==> src/rtl/fpu_short_pkg.sv <==
// Shared types and constants for the FPU short-op datapaths.
package fpu_short_pkg;

    // Exponent of a value whose leading one sits at bit 31 (127 + 31).
    localparam int unsigned F32_BIAS_W0 = 158;
    localparam int unsigned XLEN        = 32;
    localparam int unsigned LZ_W        = 6;

    typedef struct packed {
        logic        sign;
        logic [7:0]  exp;
        logic [22:0] man;
    } f32_t;

    // S1: sign and magnitude of the integer operand.
    typedef struct packed {
        logic            sign;
        logic [XLEN-1:0] mag;
    } itof_s1_t;

    // S2: normalised magnitude; the leading one (bit 31) is implicit.
    typedef struct packed {
        logic            sign;
        logic            zero;
        logic [LZ_W-1:0] lz;
        logic [XLEN-2:0] norm;
    } itof_s2_t;

    // S3: packed binary32 result plus inexact flag.
    typedef struct packed {
        f32_t res;
        logic nx;
    } itof_s3_t;

endpackage

==> src/rtl/lzc32.sv <==
// Combinational 32-bit leading-zero counter; returns 32 for an all-zero input.
module lzc32 (
    input  logic [31:0] x,
    output logic [5:0]  cnt
);

    // Scan upward so the highest set bit determines the final count.
    always_comb begin
        cnt = 6'd32;
        for (int i = 0; i < 32; i++) begin
            if (x[i]) cnt = 6'(31 - i);
        end
    end

endmodule

==> src/rtl/itof_pipe.sv <==
// Three-stage int32/uint32 to binary32 converter with RNE rounding and tag pass-through.
module itof_pipe
    import fpu_short_pkg::*;
#(
    parameter int unsigned TAG_W = 5
) (
    input  logic             clk,
    input  logic             rstn,
    input  logic             in_valid,
    output logic             in_ready,
    input  logic [31:0]      in_x,
    input  logic             in_unsigned,
    input  logic [TAG_W-1:0] in_tag,
    output logic             out_valid,
    input  logic             out_ready,
    output logic [31:0]      out_res,
    output logic             out_nx,
    output logic [TAG_W-1:0] out_tag
);

    logic             s1_valid, s2_valid, s3_valid;
    itof_s1_t         s1_q, s1_d;
    itof_s2_t         s2_q, s2_d;
    itof_s3_t         s3_q, s3_d;
    logic [TAG_W-1:0] s1_tag, s2_tag, s3_tag;
    logic             s1_adv_c, s2_adv_c, s3_adv_c;
    logic [LZ_W-1:0]  lz_c;

    // A stage advances when empty or when its contents move on this cycle.
    always_comb begin
        s3_adv_c = ~s3_valid | out_ready;
        s2_adv_c = ~s2_valid | s3_adv_c;
        s1_adv_c = ~s1_valid | s2_adv_c;
        in_ready = s1_adv_c;
    end

    // S1 datapath: split the operand into sign and magnitude.
    always_comb begin
        s1_d      = '0;
        s1_d.sign = ~in_unsigned & in_x[31];
        s1_d.mag  = s1_d.sign ? 32'(-in_x) : in_x;
    end

    lzc32 u_lzc (
        .x   (s1_q.mag),
        .cnt (lz_c)
    );

    // S2 datapath: normalise so the leading one lands on bit 31.
    always_comb begin
        s2_d      = '0;
        s2_d.sign = s1_q.sign;
        s2_d.zero = (s1_q.mag == 32'd0);
        s2_d.lz   = lz_c;
        s2_d.norm = 31'(s1_q.mag << lz_c);
    end

    // S3 datapath: round to nearest even and pack.
    always_comb begin
        logic [22:0] man;
        logic        g, st, up;
        logic [23:0] sum;
        logic [7:0]  exp;
        man  = s2_q.norm[30:8];
        g    = s2_q.norm[7];
        st   = |s2_q.norm[6:0];
        up   = g & (st | man[0]);
        sum  = {1'b0, man} + 24'(up);
        exp  = 8'(F32_BIAS_W0 - 32'(s2_q.lz));
        s3_d = '0;
        if (sum[23]) begin
            exp = exp + 8'd1;
        end
        s3_d.res.sign = s2_q.sign;
        s3_d.res.exp  = exp;
        s3_d.res.man  = sum[22:0];
        s3_d.nx       = g | st;
        if (s2_q.zero) begin
            s3_d = '0;
        end
    end

    // S1 register.
    always_ff @(posedge clk or negedge rstn) begin
        if (!rstn) begin
            s1_valid <= 1'b0;
            s1_q     <= '0;
            s1_tag   <= '0;
        end else if (s1_adv_c) begin
            s1_valid <= in_valid;
            if (in_valid) begin
                s1_q   <= s1_d;
                s1_tag <= in_tag;
            end
        end
    end

    // S2 register.
    always_ff @(posedge clk or negedge rstn) begin
        if (!rstn) begin
            s2_valid <= 1'b0;
            s2_q     <= '0;
            s2_tag   <= '0;
        end else if (s2_adv_c) begin
            s2_valid <= s1_valid;
            if (s1_valid) begin
                s2_q   <= s2_d;
                s2_tag <= s1_tag;
            end
        end
    end

    // S3 register; drives the output port directly.
    always_ff @(posedge clk or negedge rstn) begin
        if (!rstn) begin
            s3_valid <= 1'b0;
            s3_q     <= '0;
            s3_tag   <= '0;
        end else if (s3_adv_c) begin
            s3_valid <= s2_valid;
            if (s2_valid) begin
                s3_q   <= s3_d;
                s3_tag <= s2_tag;
            end
        end
    end

    assign out_valid = s3_valid;
    assign out_res   = s3_q.res;
    assign out_nx    = s3_q.nx;
    assign out_tag   = s3_tag;

endmodule

==> config.mk <==
export PLATFORM = sky130hd
export DESIGN_NAME = itof_pipe
export DESIGN_NICKNAME = d
export VERILOG_FILES = /design/src/rtl/fpu_short_pkg.sv /design/src/rtl/lzc32.sv /design/src/rtl/itof_pipe.sv
export SDC_FILE = /design/constraint.sdc
export NUM_CORES = 1
export LEC_CHECK = 0
export CAP_MARGIN = 25
export CELL_PAD_IN_SITES_DETAIL_PLACEMENT = 1
export CELL_PAD_IN_SITES_GLOBAL_PLACEMENT = 2
export CORE_ASPECT_RATIO = 1.1
export CORE_MARGIN = 10
export CORE_UTILIZATION = 36
export CTS_CLUSTER_SIZE = 28
export DETAILED_ROUTE_END_ITERATION = 8
export PLACE_DENSITY_LB_ADDON = 0.12
export SLEW_MARGIN = 40
export SYNTH_ARGS = -nofsm -noshare
export SYNTH_HDL_FRONTEND = slang
export SYNTH_HIERARCHICAL = 1
export SYNTH_SLANG_ARGS = --single-unit
==> constraint.sdc <==
create_clock -name clk -period 4.65 [get_ports clk]
set_input_delay 0.6975 -clock clk [delete_from_list [all_inputs] [get_ports clk]]
set_output_delay 0.6975 -clock clk [all_outputs]
set_load 0.05 [all_outputs]
==> results of run 1 <==
-- per-layer routing --
layer / routed length [um] / track usage, % / share of wire (%)
met1: 10700 / 20.4 / 44
met2: 12400 / 31.6 / 51
met3: 822 / 3.62 / 3.4
met4: 422 / 6.39 / 1.7
met5: 0 / 0 / 0
-- state kept, by name, summed over array words and instances (netlist names) --
name       cells
out_nx         1
out_res       32
out_tag        5
out_valid      1
s1_q          33
s1_tag         5
s1_valid       1
s2_q          39
s2_tag         5
s2_valid       1
-- area by class of cell --
cell class / count / area (um^2)
Timing Repair Buffer: 100 / 955
Sequential cell: 123 / 3080
Inverter: 11 / 41.3
Tap cell: 290 / 363
Fill cell: 2440 / 11700
Multi-Input combinational cell: 660 / 4490
Clock inverter: 12 / 159
Clock buffer: 20 / 467
-- layout by cell type, fill, tap and decap left out, types with 4 or more instances in the layout --
cell	instances
o21ai_0	74
or3_1	9
clkbuf_16	17
a31oi_1	5
xor2_1	31
o211ai_1	4
or4_1	5
clkdlybuf4s50_1	80
mux2i_1	26
inv_1	10
nand3_1	16
or2_2	4
nor4_1	26
nor2_1	56
o221ai_1	6
a22oi_1	8
a2bb2oi_1	4
o41ai_2	4
nor2b_1	5
a221oi_1	4
nand2_1	136
and3_1	6
a21oi_1	25
nand2b_1	8
dfrtp_1	123
nor3b_1	5
mux2_2	35
o31ai_1	26
xnor2_1	24
mux4_2	18
inv_6	4
o21ai_1	7
buf_4	19
nor3_1	18
nand4_1	13
-- power by group through the flow --
stage                     logic [mW]  registers (mW)  clock network (mW)
after floorplan                0.953            2.09                   0
after global placement          1.99            1.76                   0
after detailed placement        2.03            1.78                   0
after CTS                       2.04            1.76                1.44
after global routing            2.19            1.82                1.48
final                           2.01            1.76                1.41
-- worst register-to-register path: stages, from the launching register on --
cell and delay [ns]:
dfrtp_1 0.50, nor4_1 0.59, a21oi_1 0.15, o21ai_1 0.15
nand2_1 0.08, a21boi_2 0.42, buf_4 0.40, mux4_2 0.37
nand2_1 0.09, o31a_1 0.30, o22ai_1 0.14, or3_1 0.31
-- kinds of logic after synthesis --
| kind of cell | count (synthesis) |
|---|---|
| flip-flops | 123 |
| XOR/XNOR | 55 |
| AND/OR/NAND/NOR | 328 |
| multiplexers | 79 |
| buffers and inverters | 54 |
| adder cells (fa/ha/maj) | 3 |
| AO/OA/AOI/OAI | 195 |
-- worst paths after layout --
check	startpoint	slack, ns	endpoint
setup / recovery	s1_q[7]$_DFFE_PN0P_	1.02	s2_q[28]$_DFFE_PN0P_
hold / removal	rstn	0.23	out_res[3]$_DFFE_PN0P_
setup reg to reg	s1_q[7]$_DFFE_PN0P_	1.02	s2_q[28]$_DFFE_PN0P_
hold reg to reg	out_res[17]$_DFFE_PN0P_	0.47	out_res[17]$_DFFE_PN0P_
max in group asynchronous	rstn	3.54	s2_q[2]$_DFFE_PN0P_
min in group clk	out_res[17]$_DFFE_PN0P_	0.47	out_res[17]$_DFFE_PN0P_
-- per-stage QoR --
step / total power [mW] / util [%] / instances / hold slack [ns] / instance area, um^2
6_report: 5.18 / 44.8 / 1216 / 0.230 / 9550
5_1_grt: 5.50 / 44.8 / 1216 / 0.272 / 9550
4_1_cts: 5.24 / 44.8 / 1216 / 0.374 / 9550
3_5_place_dp: 3.81 / 41.9 / 1184 / 0.463 / 8920
3_3_place_gp: 3.75 / 41.8 / 1184 / 0.455 / 8910
2_1_floorplan: 3.04 / - / 837 / 0.402 / 7780
==> metrics, run 1 <==
syn_nets=882; number of max-cap violations=0; syn_area_per_cell=9.30 um^2; post-synthesis register bit count=123; I/O pins=82; Ant. Diodes=0; largest family of logic cells by synthesized area=simple AND/OR/NAND/NOR gates; synthesized instance count=837; post-synthesis xor/xnor area fraction=6.19%; worst hold-check path type=in -> async; Die Footprint=27900 um^2; crit start category=flop; layout cells sized above 1=13.4%; max-slew violation count=0; Total Routed Length=24300 um; Max stage delay cell, worst path=nor4_1; sequential power share=34.0%; Rows=56; Core ar.=21300 um^2; CP bufs+invs=1; fin nets=958; TNS Setup=0 ns; Worst Skew=0.00819 ns; most used cell, CP=nand2_1; post-synthesis compound-gate area fraction=16.3%; Synth Flop Type=dfrtp_1; CTS buffer count=17; postcts setup bufs=0; Port Buffer Count=81; initial core utilization=36.5%; combinational fraction of design power=38.8%; most frequent cell after synthesis=nand2_1; CP top delay family=compound AO/OA/AOI/OAI gates; DPL Wire Length=18700 um; max incr delay on CP=0.58 ns; Clk Latency, worst-skew pair=0.42 ns; min Tclk post-route=3.63 ns; Placer Congestion=0.869; die span in x=160 um; post-synth top area cell=dfrtp_1; critical path arrival=3.93 ns; Post-synth top cells=136 x nand2_1, 123 x dfrtp_1, 74 x o21ai_0; antenna viol nets, final=0; crit-path max FO=25; first-pass GRT wire length=40600 um; Leakage=3.75 nW; r2r worst-path depth=11; switching power=2.10 mW; hold_buf cts=0; 1st-pass router iterations=4; Syn Std Cell Area=7780 um^2; worst slew pin tran=0.751 ns; multiplexer share of the synthesized area=13.6%; Placement Setup Slack=1.07 ns; # clock sinks=123; status=finished, final reports clean; PwrDens=542 nW/um^2; Synth Area in Simple Gates=20.7%; CTS max path bufs=2; area delta synth->final=22.7%; register area share after synthesis=39.5%; WP data required=4.95 ns; Peak VDD IR=186 uV; Slew headroom=49.5%; yosys warns=6; DR vias=6820; worst-path cell chain=nor4_1, a21oi_1, o21ai_1, nand2_1, a21boi_2, buf_4, mux4_2, nand2_1, o31a_1, o22ai_1, or3_1; Worst Slack Setup Final=1.02 ns; ranking of synthesized cells by area=dfrtp_1 40%, nand2_1 6.6%, mux4_2 5.2%; Worst-path clk slew=0.06 ns; Avg WL per Cell=20.0 um; area share of the largest cell type after synthesis=39.5%; CP Capture Type=flop; Finish-stage setup viols=0; H-tree depth=4; critical path class=reg -> reg; initial antenna violation count=0; power share of the clock group=27.2%; chip height=174 um; fin crit share=78.1%; DRC=0; fmax=275 MHz; Congestion Overflow GR=0; asr flop ratio synth=100%; Unique masters post-synth=66; Vias/cell=5.61; initial DRC count=321; Pint=3.08 mW; switching part of the total=40.6%; final hold vios=0; EDFF count, synth=0; WP depth=11; PostCTS Resize Cnt=0; RSZ-0062 raised after global routing=false; vias in the first global route=7423; Global Route Usage Sum=17.7%; CTS tree=done; Clk Tree Root Cell=clkbuf_16; post-synthesis adder-cell area fraction=0.482%; pin count of the biggest net entering global routing=64
(Power assumes the default switching activity.)
==> run 2, diff against run 1 <==
--- a/config.mk
+++ b/config.mk
@@ -10,7 +10,7 @@
 export CELL_PAD_IN_SITES_GLOBAL_PLACEMENT = 2
 export CORE_ASPECT_RATIO = 1.1
 export CORE_MARGIN = 10
-export CORE_UTILIZATION = 36
+export CORE_UTILIZATION = 33
 export CTS_CLUSTER_SIZE = 28
 export DETAILED_ROUTE_END_ITERATION = 8
 export PLACE_DENSITY_LB_ADDON = 0.12
==> constraint.sdc (replaced) <==
create_clock -name clk -period 3.29 [get_ports clk]
set_input_delay 0.4935 -clock clk [delete_from_list [all_inputs] [get_ports clk]]
set_output_delay 0.4935 -clock clk [all_outputs]
set_load 0.05 [all_outputs]
==> run 2 against run 1 <==
Net effect: maximum frequency rose by 15%; worst hold slack got worse by 0.14 ns; critical endpoint is now s2_q[26]$_DFFE_PN0P_; count of clock-buffer cells in the layout unchanged; highest routed layer unchanged; clock skew increased by 0.011 ns; sequential power is 38% higher; worst setup slack lost 0.89 ns.
==> metrics, run 2 (same netlist as run 1, synthesis figures left out) <==
H-tree depth=4 (unchanged); CTS max path bufs=2 (unchanged); Worst-path clk slew=0.06 ns (about the same); reg-to-reg slack, setup=0.13 ns (was 1.02 ns); WL met2=12600 um (was 12400 um); crit start category=flop (unchanged); fmax=317 MHz (was 275 MHz); Routed met3 length=873 um (was 822 um); status=finished, final reports clean (unchanged); critical path arrival=3.46 ns (was 3.93 ns); # clock sinks=123 (unchanged); DR vias=6989 (was 6820); Avg WL per Cell=19.7 um (was 20.0 um); Die Footprint=30100 um^2 (was 27900 um^2); antenna viol nets, final=0 (unchanged); CP Capture Type=flop (unchanged); initial core utilization=33.7% (was 36.5%); Non-Filler Instances=1270 (was 1216); fin crit share=96.0% (was 78.1%); final instance area=9940 um^2 (was 9550 um^2); CP Capture Point=s2_q[26]$_DFFE_PN0P_ (was s2_q[28]$_DFFE_PN0P_); Worst Skew=0.0194 ns (was 0.00819 ns); Clk Latency, worst-skew pair=0.43 ns (was 0.42 ns); layout cells sized above 1=17.9% (was 13.4%); switching power=3.00 mW (was 2.10 mW); number of max-cap violations=0 (unchanged); initial DRC count=430 (was 321); max reg flops=39 (unchanged); pin count of the biggest net entering global routing=75 (was 64); crit path launch=s1_q[30]$_DFFE_PN0P_ (was s1_q[7]$_DFFE_PN0P_); most common cell after layout, fill and taps aside=nand2_1 (unchanged); Rows=58 (was 56); Total Routed Length=25100 um (was 24300 um); vias in the first global route=7583 (was 7423); crit-path max FO=28 (was 25); Vias/cell=5.50 (was 5.61); final cell utilization of the core=43.1% (was 44.8%); Largest Register=s2_q (unchanged); cell count after placement=1238 (was 1184); fin nets=1003 (was 958); Placer Congestion=0.879 (was 0.869); final hold vios=0 (unchanged); RSZ-0062 raised after global routing=true (was false); first-pass GRT wire length=41900 um (was 40600 um); min Tclk post-route=3.16 ns (was 3.63 ns); worst slew pin tran=0.742 ns (was 0.751 ns); Clk Tree Root Cell=clkbuf_16 (unchanged); die span in x=166 um (was 160 um); Placed Area=9310 um^2 (was 8920 um^2); FILL cells=2653 (was 2440); Core ar.=23100 um^2 (was 21300 um^2); worst r2r src=s1_q[30]$_DFFE_PN0P_ (was s1_q[7]$_DFFE_PN0P_); hold_buf cts=0 (unchanged); Congestion Overflow GR=0 (unchanged); worst r2r dst=s2_q[26]$_DFFE_PN0P_ (was s2_q[28]$_DFFE_PN0P_); initial antenna violation count=0 (unchanged); CTS tree=done (unchanged); PwrDens=744 nW/um^2 (was 542 nW/um^2); chip height=181 um (was 174 um); combinational fraction of design power=41.8% (was 38.8%); Ant. Diodes=0 (unchanged); DRC=0 (unchanged); M1 WL=11100 um (was 10700 um); Port Buffer Count=81 (unchanged); area delta synth->final=27.7% (was 22.7%); Peak VDD IR=308 uV (was 186 uV); max incr delay on CP=0.47 ns (was 0.58 ns); DR top layer=met4 (unchanged); CTS buffer count=17 (unchanged); WP data required=3.59 ns (was 4.95 ns); DPL Wire Length=19300 um (was 18700 um); r2r worst-path depth=11 (unchanged); Global Route Usage Sum=16.7% (was 17.7%); worst hold-check path type=in -> async (unchanged); power share of the clock group=25.4% (was 27.2%); worst-path cell chain=nor2_1, o31ai_1, or4_1, nor3_1, a21o_2, buf_12, mux2_2, mux4_2, nand2_1, o221ai_1, a211o_1 (was nor4_1, a21oi_1, o21ai_1, nand2_1, a21boi_2, buf_4, mux4_2, nand2_1, o31a_1, o22ai_1, or3_1); Finish-stage setup viols=0 (unchanged); most frequent cells in the layout=136 x nand2_1, 121 x dfrtp_1, 80 x clkdlybuf4s50_1 (was 136 x nand2_1, 123 x dfrtp_1, 80 x clkdlybuf4s50_1); 1st-pass router iterations=4 (unchanged); Leakage=3.95 nW (was 3.75 nW); Slew headroom=50.1% (was 49.5%); Max stage delay cell, worst path=or4_1 (was nor4_1); Pint=4.40 mW (was 3.08 mW); critical path class=reg -> reg (unchanged); switching part of the total=40.6% (about the same); I/O pins=82 (unchanged); sequential power share=32.8% (was 34.0%); max-slew violation count=0 (unchanged)
-- run 2: layout make-up --
| type | count | area [um^2] | area share (%) |
|---|---|---|---|
| multi-input cells | 660 | 4500 | 45.3 |
| flip-flops and latches | 123 | 3080 | 31.0 |
| repair buffers | 145 | 1350 | 13.6 |
| clock buffers | 20 | 467 | 4.70 |
| well taps | 300 | 375 | 3.78 |
| clock inverters | 11 | 119 | 1.20 |
| inverters | 11 | 41.3 | 0.415 |
-- run 2: worst min-delay path by stage --
stage,end,slack [ns],start
2_1_floorplan,out_nx$_DFFE_PN0P_,0.20,rstn
3_3_place_gp,s1_tag[4]$_DFFE_PN0P_,0.46,s1_tag[4]$_DFFE_PN0P_
3_5_place_dp,s1_tag[4]$_DFFE_PN0P_,0.47,s1_tag[4]$_DFFE_PN0P_
4_1_cts,out_res[3]$_DFFE_PN0P_,0.11,rstn
5_1_grt,out_res[4]$_DFFE_PN0P_,0.15,rstn
6_report,out_res[4]$_DFFE_PN0P_,0.09,rstn
-- run 2: worst max-delay path, delay by kind of cell (launching register included) --
kind                   cells  cell delay [ns]
AO/OA/AOI/OAI              4             0.79
buffers and inverters      1             0.22
AND/OR/NAND/NOR            4             0.84
multiplexers               2             0.81
flip-flops                 1             0.37
-- run 2: power by group through the flow --
| stage | clock [mW] | sequential, mW | combinational, mW |
|---|---|---|---|
| 6_report | 1.88 | 2.43 | 3.09 |
| 5_1_grt | 2.00 | 2.50 | 3.34 |
| 4_1_cts | 1.93 | 2.43 | 3.11 |
| 3_5_place_dp | 0 | 2.45 | 3.09 |
| 3_3_place_gp | 0 | 2.42 | 3.04 |
| 2_1_floorplan | 0 | 2.95 | 1.35 |
-- run 2: metrics by stage --
stage	power (mW)	worst slack, ns	TNS, ns	hold WS [ns]
2_1_floorplan	4.30	0.0736	0	0.198
3_3_place_gp	5.46	0.0468	0	0.461
3_5_place_dp	5.54	-0.0730	-0.197	0.467
4_1_cts	7.47	0.0194	0	0.114
5_1_grt	7.85	-0.0274	-0.0274	0.154
6_report	7.40	0.133	0	0.0940
-- run 2: what timing repair did --
item	CTS	global route
pin swaps	1	0
setup endpoints to repair	8	20
gates resized for setup	0	9
buffers inserted	1	0
-- run 2: metal layers --
metal / up-vias / track usage [%]
li1: 3359 / -
met1: 3452 / 20.0
met2: 147 / 29.0
met3: 31 / 3.54
met4: 0 / 6.01
met5: - / 0
==> variant 1: new RTL, flow settings as in run 2 <==
The parameter `TAG_W` goes from 5 to 10.
--- a/src/rtl/itof_pipe.sv
+++ b/src/rtl/itof_pipe.sv
@@ -4,3 +4,3 @@
 #(
-    parameter int unsigned TAG_W = 5
+    parameter int unsigned TAG_W = 10
 ) (
Ports: changed (resized in_tag and out_tag); port bits go from 82 to 92. The function was not compared with the original's and may differ.
==> variant 1 against run 2 <==
  * The run now ends with hold timing left
  * Utilization rose by 0.86 points
  * Setup slack got worse by 40 ps
  * Wire length rose by 12%
  * Cell area rose by 11%
  * Area after synthesis rose by 8.3%
  * Final cell count rose by 6.8%
  * Sequential cell count rose by 15
  * Total power rose by 11%
  * Combinational power rose by 18%
  * First-iteration DRC count fell by 8.4%
  * Critical endpoint is now s2_q[27]$_DFFE_PN0P_
==> variant 1: results (changes against run 2) <==
largest net degree at the start of global routing=65 (was 75); metal2 WL=14,500 µm (was 12,600 µm); Final clock-cell share=5.00% (was 5.89%); gpl congestion=0.885 (was 0.879); final layout net count=1,078 (was 1,003); status=finished with violations (was completed); GR Util met1=20.0% (about the same); sw frac=41.1% (was 40.6%); DR vias/cell=5.41 (was 5.50); Yosys reg bits=138 (was 123); total track usage=17.5% (was 16.7%); wire length on met1=11,700 µm (was 11,100 µm); Final Instance Area=0.0111 mm² (was 0.00994 mm²); met2 usage=30.6% (was 29.0%); crit path DAT=3500 ps (was 3460 ps); sequential area share after synthesis=41.0% (was 39.5%); Non-clk invs=19 (was 11); maximum VDD drop=288 µV (was 308 µV); Placed Area=0.0103 mm² (was 0.00931 mm²); vias in the first global route=8,173 (was 7,583); First-pass DRT Iterations=4 (unchanged); first-pass GRT wire length=45,400 µm (was 41,900 µm); Vias=7,332 (was 6,989); Flop pwr share=33.1% (was 32.8%); share of layout cells above drive strength 1=23.1% (was 17.9%); CP top delay family=compound AO/OA/AOI/OAI gates (was simple AND/OR/NAND/NOR gates); critical path fanouts, max=6 (was 28); Hold Vio Cnt, Final=1 (was 0); highest-delay cell along the critical path=mux4_2 (was or4_1); violations in the final reports=hold timing; Fin Clk Skew=10.7 ps (was 19.4 ps); Fin Hold WS=-0.797 ps (was 94.0 ps); non-clock buffer share of cell area=16.4% (was 13.6%); Largest Register=s2_q (unchanged); wire length on met3=904 µm (was 873 µm); list of most frequent post-synthesis cells=dfrtp_1, nand2_1, o21ai_0 (was nand2_1, dfrtp_1, o21ai_0); Synth Instances=863 (was 837); Mapped Nets=913 (was 882); pre-CTS WS=-169 ps (was -73.0 ps); Tightest Pin Transition=794 ps (was 742 ps); sequential cell area share=31.2% (was 31.0%); port buffer count=91 (was 81); 1st-iter DRT viols=394 (was 430); Clock Power Share=22.6% (was 25.4%); top cells by area, synth=dfrtp_1, mux4_2, nand2_1 (was dfrtp_1, nand2_1, mux4_2); leakage power=4.44 nW (was 3.95 nW); n_diodes=0 (unchanged); grt met3 use=3.21% (was 3.54%); multi-input gates=657 (was 660); Netlist cell types=70 (was 66); Slowest Stage Delay on Critical Path=560 ps (was 470 ps); HPWL after detailed placement=22,100 µm (was 19,300 µm); placed cells=1,315 (was 1,238); multi-input combinational area share=43.2% (was 45.3%); Fill cells=2,825 (was 2,653)
[variant 1: changes by cell type in the layout (fill, tap and decap cells not counted), sizes merged, moves of 8 or more]
cell,run 2,this run
clkdlybuf4s50,80,90
nand2,137,128
a31oi,5,13
mux4,18,28
dfrtp,123,138
xor2,31,23
xnor2,24,34
buf,65,104
inv,12,23
o31ai,26,8
[variant 1: metrics by stage]
step | utilization [%] | total power, W
after floorplan | - | 0.00476
after global placement | 41.0 | 0.00617
after detailed placement | 41.0 | 0.00627
after CTS | 43.1 | 0.00813
after global routing | 43.9 | 0.00868
final | 43.9 | 0.00820
[variant 1: path summary, 6_finish.rpt]
check                                  startpoint                       to  slack [ps]  depth (start not counted)
max                           s1_q[2]$_DFFE_PN0P_     s2_q[27]$_DFFE_PN0P_          90                         11
min                                          rstn  out_res[28]$_DFFE_PN0P_        -0.8                          1
max reg2reg                   s1_q[2]$_DFFE_PN0P_     s2_q[27]$_DFFE_PN0P_          90                         11
min reg2reg                out_res[8]$_DFFE_PN0P_   out_res[8]$_DFFE_PN0P_         480                          2
max in group asynchronous                    rstn    s1_tag[8]$_DFFE_PN0P_        2450                          2
min in group clk           out_res[8]$_DFFE_PN0P_   out_res[8]$_DFFE_PN0P_         480                          2
[variant 1: kinds of logic (layout without fill, tap and decap cells)]
logic type	Yosys count	after routing	share of synthesized area, %
and+or+nand+nor	309	309	18.3
xor gates and xnor gates	57	57	5.92
muxes	93	93	15.8
buffers and inverters	68	246	3.83
AOI/OAI and AO/OA	195	195	14.7
DFF	138	138	41.0
adders and majority gates	3	3	0.445
[variant 1: timing repair]
item                                    in CTS  in global routing
endpoints found under the setup margin       3                 18
pin swaps                                    0                 13
buffers inserted                             0                  9
endpoints found under the hold margin        0                  0
gates resized for setup                      1                 25
gates cloned                                 0                  1
==> variant 2: new RTL, settings of run 2 <==
Made on the original files. Reset style: synchronous (`rstn`), changed in 3 clocked blocks.
--- a/src/rtl/itof_pipe.sv
+++ b/src/rtl/itof_pipe.sv
@@ -83,3 +83,3 @@
     // S1 register.
-    always_ff @(posedge clk or negedge rstn) begin
+    always_ff @(posedge clk) begin
         if (!rstn) begin
@@ -98,3 +98,3 @@
     // S2 register.
-    always_ff @(posedge clk or negedge rstn) begin
+    always_ff @(posedge clk) begin
         if (!rstn) begin
@@ -113,3 +113,3 @@
     // S3 register; drives the output port directly.
-    always_ff @(posedge clk or negedge rstn) begin
+    always_ff @(posedge clk) begin
         if (!rstn) begin
Function: differs if rstn is asserted again (counterexample within 4 cycles, from zero or initial values and one cycle with rstn low); with rstn held inactive, the same outputs for 4 cycles.
==> variant 2 against run 2 <==
  * Sequential share of layout area shrank 6.0 points
  * Wire length grew 2.9%
  * Critical endpoint is now s2_q[27]$_SDFFE_PN0P_
  * Area after synthesis shrank 2.5%
  * First-iteration DRC count shrank 21%
  * Cell area shrank 0.71%
  * Setup slack gained 8.2 ps
  * Sequential cell count is the same
Power is not compared: it rests on default switching activity, and its combinational part moved more than twofold at a synthesized area within 25%.
==> variant 2: results (changes against run 2) <==
Fin Clk Skew=13.3 ps (was 19.4 ps); Tightest Pin Transition=786 ps (was 742 ps); wire length on met1=11,600 µm (was 11,100 µm); list of most frequent post-synthesis cells=dfxtp_1, nand2_1, nor2_1 (was nand2_1, dfrtp_1, o21ai_0); Synth async-reset ratio=0% (was 100%); Fin Hold WS=445 ps (was 94.0 ps); DR vias/cell=5.39 (was 5.50); Mapped Nets=949 (was 882); Worst R2R Start=s1_q[0]$_SDFFE_PN0P_ (was s1_q[30]$_DFFE_PN0P_); wire length on met3=883 µm (was 873 µm); first-pass GRT wire length=41,200 µm (was 41,900 µm); min-delay worst type=reg2reg (was in2async); R2R Path End=s2_q[27]$_SDFFE_PN0P_ (was s2_q[26]$_DFFE_PN0P_); top cells by area, synth=dfxtp_1, mux4_2, mux2i_1 (was dfrtp_1, nand2_1, mux4_2); grt met3 use=2.96% (was 3.54%); sequential area share after synthesis=32.5% (was 39.5%); largest net degree at the start of global routing=66 (was 75); post-CTS resize count=1 (was 0); critical path fanouts, max=6 (was 28); gpl congestion=0.836 (was 0.879); status=completed (unchanged); 1st-iter DRT viols=339 (was 430); total track usage=17.5% (was 16.7%); Fill cells=2,713 (was 2,653); vias in the first global route=7,329 (was 7,583)
[variant 2: cell types whose count changed after synthesis, moves of 14 or more]
cell | run 2 | this run
inv_1 | 10 | 25
dfxtp_1 | 0 | 123
xnor2_1 | 24 | 38
mux2_2 | 35 | 13
nand2_1 | 136 | 97
o31ai_1 | 26 | 7
o21ai_0 | 74 | 51
nor2_1 | 56 | 83
dfrtp_1 | 123 | 0
a21oi_1 | 25 | 67
mux2i_1 | 26 | 49
[variant 2: stage by stage]
| step | setup TNS (ps) | instance area (µm²) | instances | power (W) |
|---|---|---|---|---|
| floorplan | 0 | 7590 | 904 | 0.00257 |
| finish | 0 | 9870 | 1330 | 0.00513 |
| global placement | 0 | 9110 | 1294 | 0.00306 |
| global route | -40.4 | 9870 | 1330 | 0.00537 |
| detailed placement | 0 | 9110 | 1294 | 0.00307 |
| CTS | 0 | 9740 | 1325 | 0.00512 |
[variant 2: power by group]
| group | total (W) | internal [W] | leakage (nW) | switching, W |
|---|---|---|---|---|
| logic | 0.00142 | 0.000676 | 2.23 | 0.000740 |
| clock network | 0.00202 | 0.00130 | 0.302 | 0.000719 |
| registers | 0.00169 | 0.00157 | 1.00 | 0.000116 |
[variant 2: cell families after synthesis]
kind of cell | synth area share [%]
compound gates | 18.8
xor+xnor | 6.47
fa+ha+maj | 0.495
buf+inv | 5.01
flops | 32.5
mux | 15.5
simple gates | 21.2
[variant 2: how the worst max path moves through the flow]
stage                                  endpoint  cells past startpoint                   from  slack (ps)
after floorplan           s2_q[25]$_SDFFE_PN0P_                     12  s1_q[13]$_SDFFE_PN0P_         320
after global placement    s2_q[26]$_SDFFE_PN0P_                     11   s1_q[7]$_SDFFE_PN0P_          70
after detailed placement  s2_q[26]$_SDFFE_PN0P_                     11   s1_q[7]$_SDFFE_PN0P_          50
after CTS                 s2_q[26]$_SDFFE_PN0P_                     10  s1_q[28]$_SDFFE_PN0P_          40
after global routing      s2_q[27]$_SDFFE_PN0P_                     11   s1_q[0]$_SDFFE_PN0P_         -40
final                     s2_q[27]$_SDFFE_PN0P_                     11   s1_q[0]$_SDFFE_PN0P_         140
[variant 2: final cells by class]
class,instances,area (µm²),share of cell area (%)
clock buffer,20,457,4.63
clock inverter,11,168,1.70
inverter,27,101,1.03
multi-input combinational,692,4850,49.2
sequential,123,2470,25.0
tap,300,375,3.80
timing repair buffer,157,1450,14.7
[variant 2: worst max-delay path, cell delays in order, from the launching register on]
cell and delay (ps):
dfxtp_1 370, nor3b_1 240, nor3_1 90, o31ai_1 260, o2111ai_1 240, a221oi_4 350
buf_4 210, mux4_2 520, mux2i_1 230, nor2_1 80, a221oi_1 280, o22ai_1 130
